[src/rtl/wb_mul_arb.sv]
// Round-robin arbiter that time-shares one multiplier among NREQ gain requesters.
// Requester IDs ride a tag pipeline that mirrors the multiplier latency.
module wb_mul_arb #(
    parameter int NREQ    = 3,
    parameter int IDW     = 2,
    parameter int ASIZE   = 32,
    parameter int BSIZE   = 16,
    parameter int PSIZE   = 66,
    parameter int MUL_LAT = 3
) (
    input  logic                  clk,
    input  logic                  rst,
    input  logic                  en,
    output logic                  idle,
    input  logic [NREQ-1:0]       req_valid,
    output logic [NREQ-1:0]       req_ready,
    input  logic [NREQ*ASIZE-1:0] req_a,
    input  logic [NREQ*BSIZE-1:0] req_b,
    output logic                  mul_ce,
    output logic [ASIZE-1:0]      mul_a,
    output logic [BSIZE-1:0]      mul_b,
    output logic                  mul_reload,
    input  logic [PSIZE-1:0]      mul_p,
    output logic                  rsp_valid,
    input  logic                  rsp_ready,
    output logic [IDW-1:0]        rsp_id,
    output logic [PSIZE-1:0]      rsp_p
);

    typedef enum logic [1:0] {
        IDLE,
        RUN,
        DRAIN
    } state_t;

    state_t             state;
    state_t             state_nxt;
    logic [IDW-1:0]     rr_ptr;
    logic [MUL_LAT-1:0] tag_v;
    logic [IDW-1:0]     tag_id [MUL_LAT];
    logic [MUL_LAT-1:0] tag_v_nxt;
    logic               granted;
    logic [IDW-1:0]     grant_id;
    logic               inflight_nxt;

    assign rsp_valid  = tag_v[MUL_LAT-1];
    assign rsp_id     = tag_id[MUL_LAT-1];
    assign rsp_p      = mul_p;
    assign mul_ce     = ~(rsp_valid & ~rsp_ready);
    assign mul_reload = 1'b1;
    assign idle       = (state == IDLE);

    always_comb begin
        int idx;
        idx      = 0;
        granted  = 1'b0;
        grant_id = '0;
        if (state == RUN && mul_ce) begin
            for (int k = 0; k < NREQ; k++) begin
                idx = int'(rr_ptr) + k;
                if (idx >= NREQ) idx = idx - NREQ;
                if (!granted && req_valid[idx]) begin
                    granted  = 1'b1;
                    grant_id = IDW'(idx);
                end
            end
        end
    end

    assign req_ready = granted ? (NREQ'(1) << grant_id) : '0;
    assign mul_a     = granted ? req_a[grant_id*ASIZE +: ASIZE] : '0;
    assign mul_b     = granted ? req_b[grant_id*BSIZE +: BSIZE] : '0;

    // Occupancy after this edge, so DRAIN->IDLE lands right after the last accept.
    assign tag_v_nxt    = {tag_v[MUL_LAT-2:0], granted};
    assign inflight_nxt = mul_ce ? |tag_v_nxt : |tag_v;

    always_ff @(posedge clk or posedge rst) begin
        if (rst) begin
            rr_ptr <= '0;
        end else if (granted) begin
            rr_ptr <= (grant_id == IDW'(NREQ-1)) ? '0 : grant_id + 1'b1;
        end
    end

    always_ff @(posedge clk or posedge rst) begin
        if (rst) begin
            tag_v <= '0;
            for (int k = 0; k < MUL_LAT; k++) tag_id[k] <= '0;
        end else if (mul_ce) begin
            tag_v     <= tag_v_nxt;
            tag_id[0] <= grant_id;
            for (int k = 1; k < MUL_LAT; k++) tag_id[k] <= tag_id[k-1];
        end
    end

    always_ff @(posedge clk or posedge rst) begin
        if (rst) state <= IDLE;
        else     state <= state_nxt;
    end

    always_comb begin
        state_nxt = state;
        unique case (state)
            IDLE: begin
                if (en) state_nxt = RUN;
            end
            RUN: begin
                if (!en) state_nxt = inflight_nxt ? DRAIN : IDLE;
            end
            DRAIN: begin
                if (en)                 state_nxt = RUN;
                else if (!inflight_nxt) state_nxt = IDLE;
            end
            default: state_nxt = IDLE;
        endcase
    end

endmodule
[config.mk]
export PLATFORM = sky130hd
export DESIGN_NAME = wb_mul_arb
export DESIGN_NICKNAME = d
export VERILOG_FILES = /design/src/rtl/wb_mul_arb.sv
export SDC_FILE = /design/constraint.sdc
export NUM_CORES = 1
export LEC_CHECK = 0
export BUFFER_PORTS_ARGS = -buffer_cell sky130_fd_sc_hd__buf_4
export CORE_AREA = 10 10 124 126
export DETAILED_ROUTE_END_ITERATION = 12
export DIE_AREA = 0 0 134 136
export PLACE_DENSITY = 0.6
export REMOVE_ABC_BUFFERS = 1
export SLEW_MARGIN = 20
export SYNTH_ARGS = -nofsm -noshare
export SYNTH_HDL_FRONTEND = slang
export SYNTH_SLANG_ARGS = --single-unit
[constraint.sdc]
create_clock -name clk -period 2.82 [get_ports clk]
set_input_delay 0.141 -clock clk [delete_from_list [all_inputs] [get_ports clk]]
set_output_delay 0.141 -clock clk [all_outputs]
set_load 0.01 [all_outputs]
# Word-level counts from Yosys, hierarchy flattened
# Cells that the tools add are included.
# word_totals
inputBits	217
reg_bits	13
wordCells	75
out_inout_bits	123
# classes
n_bitwise	3
n_shift	3
order_cmp	6
mux	36
eq_ne	6
n_addsub	6
n_reduce_logical	9
# op_table
operator	count
$mux 32	7
$lt 32x4->1 const B	3
$shiftx 96x8->32	1
$shiftx 48x7->16	1
$mux 2	10
$mux 16	1
$mux 1	13
$sub 3x2->4 const B	2
$bmux 1 s2	3
$ge 3x2->1 const B	2
$pmux 2 s3	1
$reduce_or 3->1	2
$eq 2x2->1 const B	2
$ne 2x2->1 const B	2
$add 2x1->3 const B	1
$add 2x2->3 const B	1
$logic_and 1x1->1	3
$mux 3	1
$ne 3x3->1 const B	1
$reduce_and 3->1	1
$shl 1x2->3 const A	1
$sub 2x2->3 const B	1
$add 2x1->2 const B	1
$eq 2x1->1 const B	1
5 further kinds	7

# Depth between registers and ports, before layout
# Gate-level depths: netlist of run 1.
# logic_depth
ltp_word	23
mapped_depth	9
mapped_depth_nobuf	6

# Worst setup path after synthesis of run 1
# Ideal clock, no wire load.
# synth_timing
path_type	reg-to-output
startpoint	reg rr_ptr[0]
endpoint	out mul_b[10]
t_required_ns	2.679
path_slack_ns	0.556
path_buffers	2
arrival_time_ns	2.123
path_stages_with_launch	9
cell_sequence	dfrtp_1 > inv_1 > ha_1 > buf_4 > a21bo_1 > a2111o_1 > a221oi_4 > buf_6 > a221o_1
# synth_between
elab_chain_cells	18
word_cells_on_any_way	39
cone_classes	5 x add/sub; 3 x order compare; 1 x shift; 26 x mux; 4 x reduce/logical
# synth_rtl
element	line_no	text
start, declared	38	logic [IDW-1:0] rr_ptr;
start signal, assigned	82	rr_ptr <= (grant_id == IDW'(NREQ-1)) ? '0 : grant_id + 1'b1;
parallel branches: the longest is 17 deep, another holds $sub 3x2->4	-	
$mux 16 *	72	assign mul_b = granted ? req_b[grant_id*BSIZE +: BSIZE] : '0;
end, declared	21	output logic [BSIZE-1:0] mul_b,
# Mark *: on every way between the ends. The select of a mux whose other input is x is not followed.

# Worst setup path in the final report of run 1
# layout_timing
startpoint	reg rr_ptr[0]
endpoint	out mul_a[0]
# layout_between
elab_chain_cells	18
word_cells_on_any_way	39
cone_classes	5 x add/sub; 3 x order compare; 1 x shift; 26 x mux; 4 x reduce/logical
# layout_rtl
element	line_no	text
parallel branches: the longest is 17 deep, another holds $sub 3x2->4	-	
$mux 32 *	71	assign mul_a = granted ? req_a[grant_id*ASIZE +: ASIZE] : '0;
end, declared	20	output logic [ASIZE-1:0] mul_a,
# Marks and branches as above.

==> qor.yml, run 1 <==
synth-seq-cells: 13
setup-tns-final_ns: 0
die_width_um: 134
crit_chain: "inv_1 > ha_2 > a21bo_1 > a2111o_1 > a221oi_4 > buf_12 > a221o_1 > buf_4"
synth.most_common_cell: "buf_4"
syn_to_final_growth_pct: 60.5
track_usage_pct: 14.3
grt_max_degree: 50
cts_tree: "built"
critPathLaunchType: "flip-flop"
grt_overflow: 0
routed_wl_um: 14600
rrSetupSlack_ns: 0.67
final_layout_size_suffix_gt1_share_pct: 61.9
num_rows: 42
cts.clk_slew.worst_paths_ns: 0.04
ys_top_cells_by_area: "buf_4 25%, a221o_1 22%, dfrtp_1 15%"
coreArea_mm2: 0.0130
crit_fanout: 30
yosysTopAreaCell: "buf_4"
period_needed_ns: 2.70
die_h_um: 136
drt_pass1_iterations: 4
first_global_vias: 2791
irDropWorstVdd_uv: 256
synth_common_cells: "71 x buf_4, 49 x and3_1, 48 x a221o_1"
relSlewSlack_pct: 66.6
hold_slack_ns: 0.0675
via_per_inst: 4.66
place.port_buffers: 206
cts_sinks: 13
drt_iter0_drc: 113
syn_area_per_cell_um2: 8.53
start_util_pct: 16.5
synth_top_area_share_pct: 24.9
layout.nets: 595
wire_per_inst_um: 26.6
cts_max_path_buffers: 2
antenna_found_initial: 0
leakage_nw: 1.92
synth_edf_count: 0
cp-end-kind: "output port"
hold_path.class: "in2reg"
ys_types: 32
grt_pass1_wl_um: 19300
cp.buffers_inverters: 3
die-area_mm2: 0.0182
vias: 2570
ant_nets: 0
path_delay_family: "compound AO/OA/AOI/OAI gates"
worst_clock_skew_ns: 0.00141
crit_required_ns: 2.68
path_class: "reg2out"
ys_async_sr_fraction_pct: 100
arrival_ns: 2.56
synthCells: 251
p_per_area_mw_per_mm2: 680
crit_slowest_cell: "a2111o_1"
drc: 0
cts_max_level: 1
fin_crit_sh_pct: 95.8
io_pins: 340
n_fill_cell: 1418
fmax_mhz: 370
fin_util_pct: 26.5
finalSetupViolCount: 0
max-cap-violations: 0
clk_latency_ns: 0.24
cts-root-buf: "clkbuf_16"
finalHoldViolCount: 0
place.gp.congestion: 0.782
cts_buffers: 3
dp_hpwl_um: 13000
critPathMaxStageDelay_ns: 0.45
synthesis.area_mm2: 0.00214
synth_warnings: 0
synth.yosys.seq_area_share_pct: 15.2
slew_viol_final: 0
total_power_mw: 2.34
tightest_slew_ns: 0.501
status: "complete, no violations"
n_antenna_cell: 0
rsz0062_at_grt: "false"
synthFlopType: "dfrtp_1"
[area by class of cell]
| type | instances | area (um2) | area share [%] |
|---|---|---|---|
| Sequential cell | 13 | 325 | 9.46 |
| Inverter | 6 | 22.5 | 0.655 |
| Multi-Input combinational cell | 138 | 1160 | 33.9 |
| Tap cell | 176 | 220 | 6.41 |
| Timing Repair Buffer | 214 | 1630 | 47.3 |
| Clock buffer | 4 | 78.8 | 2.29 |
[metrics by stage]
| stage | setup WS [ns] | cells | instance area (um2) |
|---|---|---|---|
| 4_1_cts | 0.0209 | 551 | 3430 |
| 2_1_floorplan | -0.631 | 157 | 1470 |
| 3_3_place_gp | 0.320 | 546 | 3340 |
| 3_5_place_dp | 0.223 | 546 | 3340 |
| 5_1_grt | 0.0330 | 551 | 3440 |
| 6_report | 0.117 | 551 | 3440 |
[worst paths after layout]
path                       startpoint         to  cells after the start
setup / recovery            rr_ptr[0]   mul_a[0]                      8
hold / removal                     en   state[1]                      2
setup reg to reg            rr_ptr[0]  rr_ptr[0]                      7
hold reg to reg             tag_id[5]  tag_id[5]                      1
max in group asynchronous         rst  rsp_id[0]                      3
min in group asynchronous         rst  tag_id[3]                      3
[sequential cells by signal (all words and copies together), names as in the netlist]
register	flops
tag_id	4
rr_ptr	2
state	2
tag_v	3
rsp_id	2
[placed cells by master, fill, tap and decap left out]
cell           netlist  layout
buf_4               71     211
and3_1              49      48
a221o_1             48      48
dfrtp_1             13      13
inv_1                6       6
nor2_1               5       5
mux2_2               5       5
a21o_1               4       4
clkbuf_16            0       3
nand2b_1             2       2
a21o_2               2       2
a221oi_1             3       2
nand2_1              2       2
a221oi_4             1       2
ha_2                 0       2
and2b_4              1       1
or2_2                1       1
maj3_1               1       1
a21bo_1              1       1
nor4_1               1       1
a2111o_1             1       1
nand2b_2             1       1
nor3b_1              1       1
and3_2               0       1
nor4b_1              1       1
a21oi_1              1       1
a31oi_1              1       1
a311oi_4             0       1
and2_1               1       1
a21boi_0             1       1
conb_1               1       1
clkbuf_1            13       1
dlygate4sd3_1        0       1
buf_6                6       1
buf_12               0       1
[report_power, final]
group	switching, mW	internal, mW
combinational	0.879	0.909
clock	0.0688	0.190
sequential	0.0397	0.251
[worst reg2reg max path: stages, from the launching register on]
cell and delay (ns):
dfrtp_1 0.40, inv_1 0.07, ha_2 0.34, a21bo_1 0.20
a2111o_1 0.45, a221oi_4 0.28, buf_6 0.25, a21o_1 0.11
[per-layer routing]
metal,global-route usage (%),vias up,part of all wire (%)
met4,1.69,4,0.58
met3,18.3,10,25
li1,-,1138,-
met2,19.2,228,40
met5,4.71,-,0.59
met1,13.4,1190,33
[what timing repair did]
item / CTS / global route
hold endpoints to repair: 13 / 0
hold buffers: 1 / 0
buffers inserted: 0 / 0
setup endpoints to repair: 19 / 48
gates resized for setup: 1 / 2
[logic make-up (layout without fill, tap and decap cells)]
group	count (synthesis)	in the layout	share of synthesized area, %
muxes	5	5	2.63
adders and majority gates	3	3	1.64
and+or+nand+nor	65	65	18.6
AOI/OAI and AO/OA	64	64	29.4
other	1	1	0.175
DFF	13	13	15.2
buffers and inverters	100	224	32.3
Note: power is estimated with default switching activity, not from simulation.
==> run 2, diff against run 1 <==
--- a/config.mk
+++ b/config.mk
@@ -11,3 +11,3 @@
 export DIE_AREA = 0 0 134 136
-export PLACE_DENSITY = 0.6
+export PLACE_DENSITY = 0.5
 export REMOVE_ABC_BUFFERS = 1
==> constraint.sdc (replaced) <==
create_clock -name clk -period 2.82 [get_ports clk]
set_input_delay 0.282 -clock clk [delete_from_list [all_inputs] [get_ports clk]]
set_output_delay 0.282 -clock clk [all_outputs]
set_load 0.01 [all_outputs]
==> qor.yml, run 2 (same netlist as run 1, synthesis figures left out) <==
mostFrequentLayoutCells: "215 x buf_4, 48 x and3_1, 48 x a221o_1, 12 x dfrtp_1"
p_per_area_mw_per_mm2: 735
wire_per_inst_um: 28.3
multiInputGateArea_mm2: 0.00121
layout_commonest_cell: "buf_4"
crit_required_ns: 2.54
drt_iter0_drc: 123
stdcell_count: 562
hold_buffers: 0
dp.cells: 549
arrival_ns: 2.44
setup-tns-final_ns: 0
reg_top3: "tag_id: 4 flops, tag_v: 3 flops"
io_pins: 340
crit_slowest_cell: "a2111o_1"
cts.clk_slew.worst_paths_ns: 0.05
top_register: "tag_id"
die_width_um: 134
n_fill_cell: 1395
irDropWorstVdd_uv: 233
critPathLaunchType: "flip-flop"
path_class: "reg2out"
n_antenna_cell: 0
die-area_mm2: 0.0182
num_rows: 42
grt_overflow: 0
finalHoldViolCount: 0
start_util_pct: 16.5
finalSetupViolCount: 0
dp_hpwl_um: 13500
routed_wl_um: 15900
cts-root-buf: "clkbuf_16"
cts_max_level: 1
grt_pass1_wl_um: 20800
crit_chain: "inv_1 > ha_4 > a21bo_1 > a2111o_1 > a221oi_4 > buf_6 > buf_12 > a221o_1 > buf_6"
drt_pass1_iterations: 4
track_usage_pct: 15.4
grt_max_degree: 32
fin_crit_sh_pct: 96.4
first_global_vias: 2858
post-place-ws_ns: 0.229
drc: 0
slew_viol_final: 0
worst_clock_skew_ns: 0.00318
clk_latency_ns: 0.24
ff_latch_area_um2: 327
status: "complete, no violations"
rsz0062_at_grt: "false"
place.gp.congestion: 0.747
hold_path.class: "in2async"
cp_common_cell: "buf_6"
coreArea_mm2: 0.0130
syn_to_final_growth_pct: 70.5
place.port_buffers: 206
period_needed_ns: 2.72
fmax_mhz: 368
setup_ws_ns: 0.102
vias: 2605
cts_buffers: 3
max-cap-violations: 0
ant_nets: 0
design_area_mm2: 0.00365
cts_sinks: 13
die_h_um: 136
antenna_found_initial: 0
cts_max_path_buffers: 2
cts_tree: "built"
layout.nets: 606
via_per_inst: 4.64
largest_reg_flops: 4
fin_util_pct: 28.1
cp-end-kind: "output port"
crit_fanout: 7
final_layout_size_suffix_gt1_share_pct: 64.5
place_area_mm2: 0.00337
critPathMaxStageDelay_ns: 0.41
leakage_nw: 2.01
[run 2: area by class of cell]
class	count	area share, %
multi-input combinational	138	33.1
inverter	6	0.617
tap	176	6.03
clock buffer	4	2.16
sequential	13	8.94
timing repair buffer	225	49.1
[run 2: critical path, delay by kind of cell (launching register included)]
family | cells | cell delay, ns
AOI/OAI and AO/OA | 4 | 1.04
adders and majority gates | 1 | 0.19
buffers and inverters | 4 | 0.55
DFF | 1 | 0.40
[run 2: per-layer routing]
| metal | vias up | track usage [%] | wire [um] | part of all wire (%) |
|---|---|---|---|---|
| li1 | 1162 | - | - | - |
| met1 | 1205 | 13.3 | 4840 | 30 |
| met2 | 226 | 22.1 | 6760 | 42 |
| met3 | 8 | 19.7 | 4030 | 25 |
| met4 | 4 | 1.03 | 63 | 0.40 |
| met5 | - | 8.31 | 213 | 1.3 |
[run 2: repair_timing]
action / 4_1_cts / 5_1_grt
setup buffers: 1 / 5
setup endpoints to repair: 7 / 48
gates resized for setup: 4 / 10
cloned: 1 / 2
pin swaps: 1 / 4
[run 2: through the flow]
stage               hold slack, ns  power (mW)
detailed placement           0.344        2.14
floorplan                    0.159        1.15
CTS                         0.0889        2.52
finish                      0.0706        2.68
global placement             0.338        2.12
global route                 0.122        2.86
[run 2: final timing paths]
kind	cells after the start	slack, ns	start	end
max	9	0.10	rr_ptr[1]	mul_a[28]
min	2	0.07	rst	tag_id[4]
max reg2reg	9	0.77	rr_ptr[1]	rr_ptr[1]
min reg2reg	1	0.47	tag_id[4]	tag_id[4]
max in group asynchronous	2	2.39	rst	rr_ptr[0]
min in group clk	2	0.21	en	state[1]
[run 2: power by group]
| part | internal (mW) | total (mW) | switching (mW) | leakage [nW] |
|---|---|---|---|---|
| Sequential | 0.252 | 0.298 | 0.0455 | 0.169 |
| Clock | 0.190 | 0.265 | 0.0745 | 0.0382 |
| Combinational | 1.14 | 2.12 | 0.986 | 1.80 |
| Total | 1.58 | 2.68 | 1.11 | 2.01 |
==> run 3, diff against run 2 <==
Settings changed: ABC_CLOCK_PERIOD_IN_PS from default to 2820, BUFFER_PORTS_ARGS -buffer_cell sky130_fd_sc_hd__buf_4 to default, CELL_PAD_IN_SITES_DETAIL_PLACEMENT from default to 1, CELL_PAD_IN_SITES_GLOBAL_PLACEMENT from default to 1, CORE_AREA 10 10 124 126 to 10 10 125 127, DIE_AREA 0 0 134 136 to 0 0 135 137, DONT_BUFFER_PORTS from default to 1, PLACE_DENSITY 0.5 to 0.39.
==> qor.yml, run 3 (same netlist as run 1, synthesis figures left out) <==
io_pins: 340
largest_reg_flops: 4
grt_max_degree: 50
critPathMaxStageDelay_ns: 0.41
cp-startpoint: "rr_ptr[0]"
total_power_mw: 1.87
hold_slack_ns: 0.110
place.gp.congestion: 0.689
status: "complete, no violations"
period_needed_ns: 2.71
cts_buffers: 3
reg_top3: "tag_id: 4 flops, tag_v: 3 flops"
drt_iter0_drc: 112
rsz0062_at_grt: "false"
routed_wl_um: 13200
dp.cells: 341
arrival_ns: 2.43
worst_clock_skew_ns: 0.000358
irDropWorstVdd_uv: 245
via_per_inst: 5.29
relSlewSlack_pct: 66.1
layout.nets: 392
drt_pass1_iterations: 5
cts.clk_slew.worst_paths_ns: 0.05
setup_ws_ns: 0.109
n_antenna_cell: 0
crit_fanout: 12
crit_chain: "inv_1 > ha_4 > a21bo_1 > a2111o_1 > a221oi_4 > buf_6 > clkbuf_16 > a221o_1"
leakage_nw: 0.927
wire_per_inst_um: 37.9
final_layout_size_suffix_gt1_share_pct: 16.9
syn_to_final_growth_pct: -8.42
reg2regPathDepth: 8
grt_pass1_wl_um: 17100
start_util_pct: 16.4
path_delay_family: "compound AO/OA/AOI/OAI gates"
drc: 0
cts_max_level: 1
cts-root-buf: "clkbuf_16"
fin_crit_sh_pct: 96.1
timing.rr.start: "rr_ptr[0]"
cts_sinks: 13
p_per_area_mw_per_mm2: 955
critPathLaunchType: "flip-flop"
grt_overflow: 0
top_register: "tag_id"
cts_max_path_buffers: 2
finalHoldViolCount: 0
hold_path.class: "in2reg"
fmax_mhz: 369
die_h_um: 137
stdcell_count: 348
first_global_vias: 2089
crit_slowest_cell: "a2111o_1"
mostFrequentLayoutCells: "48 x and3_1, 48 x a221o_1, 13 x dfrtp_1, 6 x inv_1"
cts_tree: "built"
cp-end-kind: "output port"
clk_latency_ns: 0.24
worstHoldPathCells: 1
cp.buffers_inverters: 3
finalSetupViolCount: 0
tightest_slew_ns: 0.507
ant_nets: 0
path_depth: 8
die_width_um: 135
place.port_buffers: 0
rrSetupSlack_ns: 0.70
r2r-end: "rr_ptr[0]"
antenna_found_initial: 1
vias: 1841
post-place-ws_ns: 0.124
dp_hpwl_um: 11300
cp-endpoint: "mul_b[11]"
slew_viol_final: 0
track_usage_pct: 12.8
num_rows: 42
coreArea_mm2: 0.0131
path_class: "reg2out"
die-area_mm2: 0.0185
crit_required_ns: 2.54
max-cap-violations: 0
-- run 3: power by group --
part	switching, mW	leakage, nW	internal, mW	total (mW)
sequential	0.0523	0.170	0.251	0.303
clock	0.0760	0.0382	0.191	0.267
combinational	0.773	0.719	0.529	1.30
-- run 3: timing repair --
| action | in CTS | in global routing |
|---|---|---|
| pin swaps | 0 | 2 |
| gates cloned | 0 | 1 |
| resized for setup | 2 | 4 |
| endpoints found under the hold margin | 13 | 0 |
| setup buffers | 0 | 1 |
| endpoints found under the setup margin | 41 | 46 |
| hold buffers | 1 | 0 |
-- run 3: worst min-delay path by stage --
stage,to,startpoint,slack (ns)
CTS,state[1],en,0.11
global route,state[1],en,0.10
floorplan,rr_ptr[0],rst,0.16
detailed placement,rsp_id[0],rst,0.24
finish,state[1],en,0.11
global placement,rsp_id[0],rst,0.23
-- run 3: stage by stage --
stage	cell area [um2]	TNS (ns)	utilization (%)
2_1_floorplan	1470	-38.28	-
3_3_place_gp	1810	0	13.9
3_5_place_dp	1810	0	13.9
4_1_cts	1910	0	14.6
5_1_grt	1960	0	15.0
6_report	1960	0	15.0
-- run 3: final cells by class --
type / count / area, um2
tap: 176 / 220
timing repair buffer: 11 / 139
inverter: 6 / 22.5
multi-input combinational: 138 / 1170
sequential: 13 / 325
clock buffer: 4 / 78.8
fill: 1518 / 11100
-- run 3: metal layers --
metal  share of wire [%]  GRT usage (%)  vias up
met5                0.78           4.43        -
met4                0.42          0.718        4
met3                  24           15.1       10
met2                  40           16.4      242
met1                  35           13.6      853
li1                    -              -      732
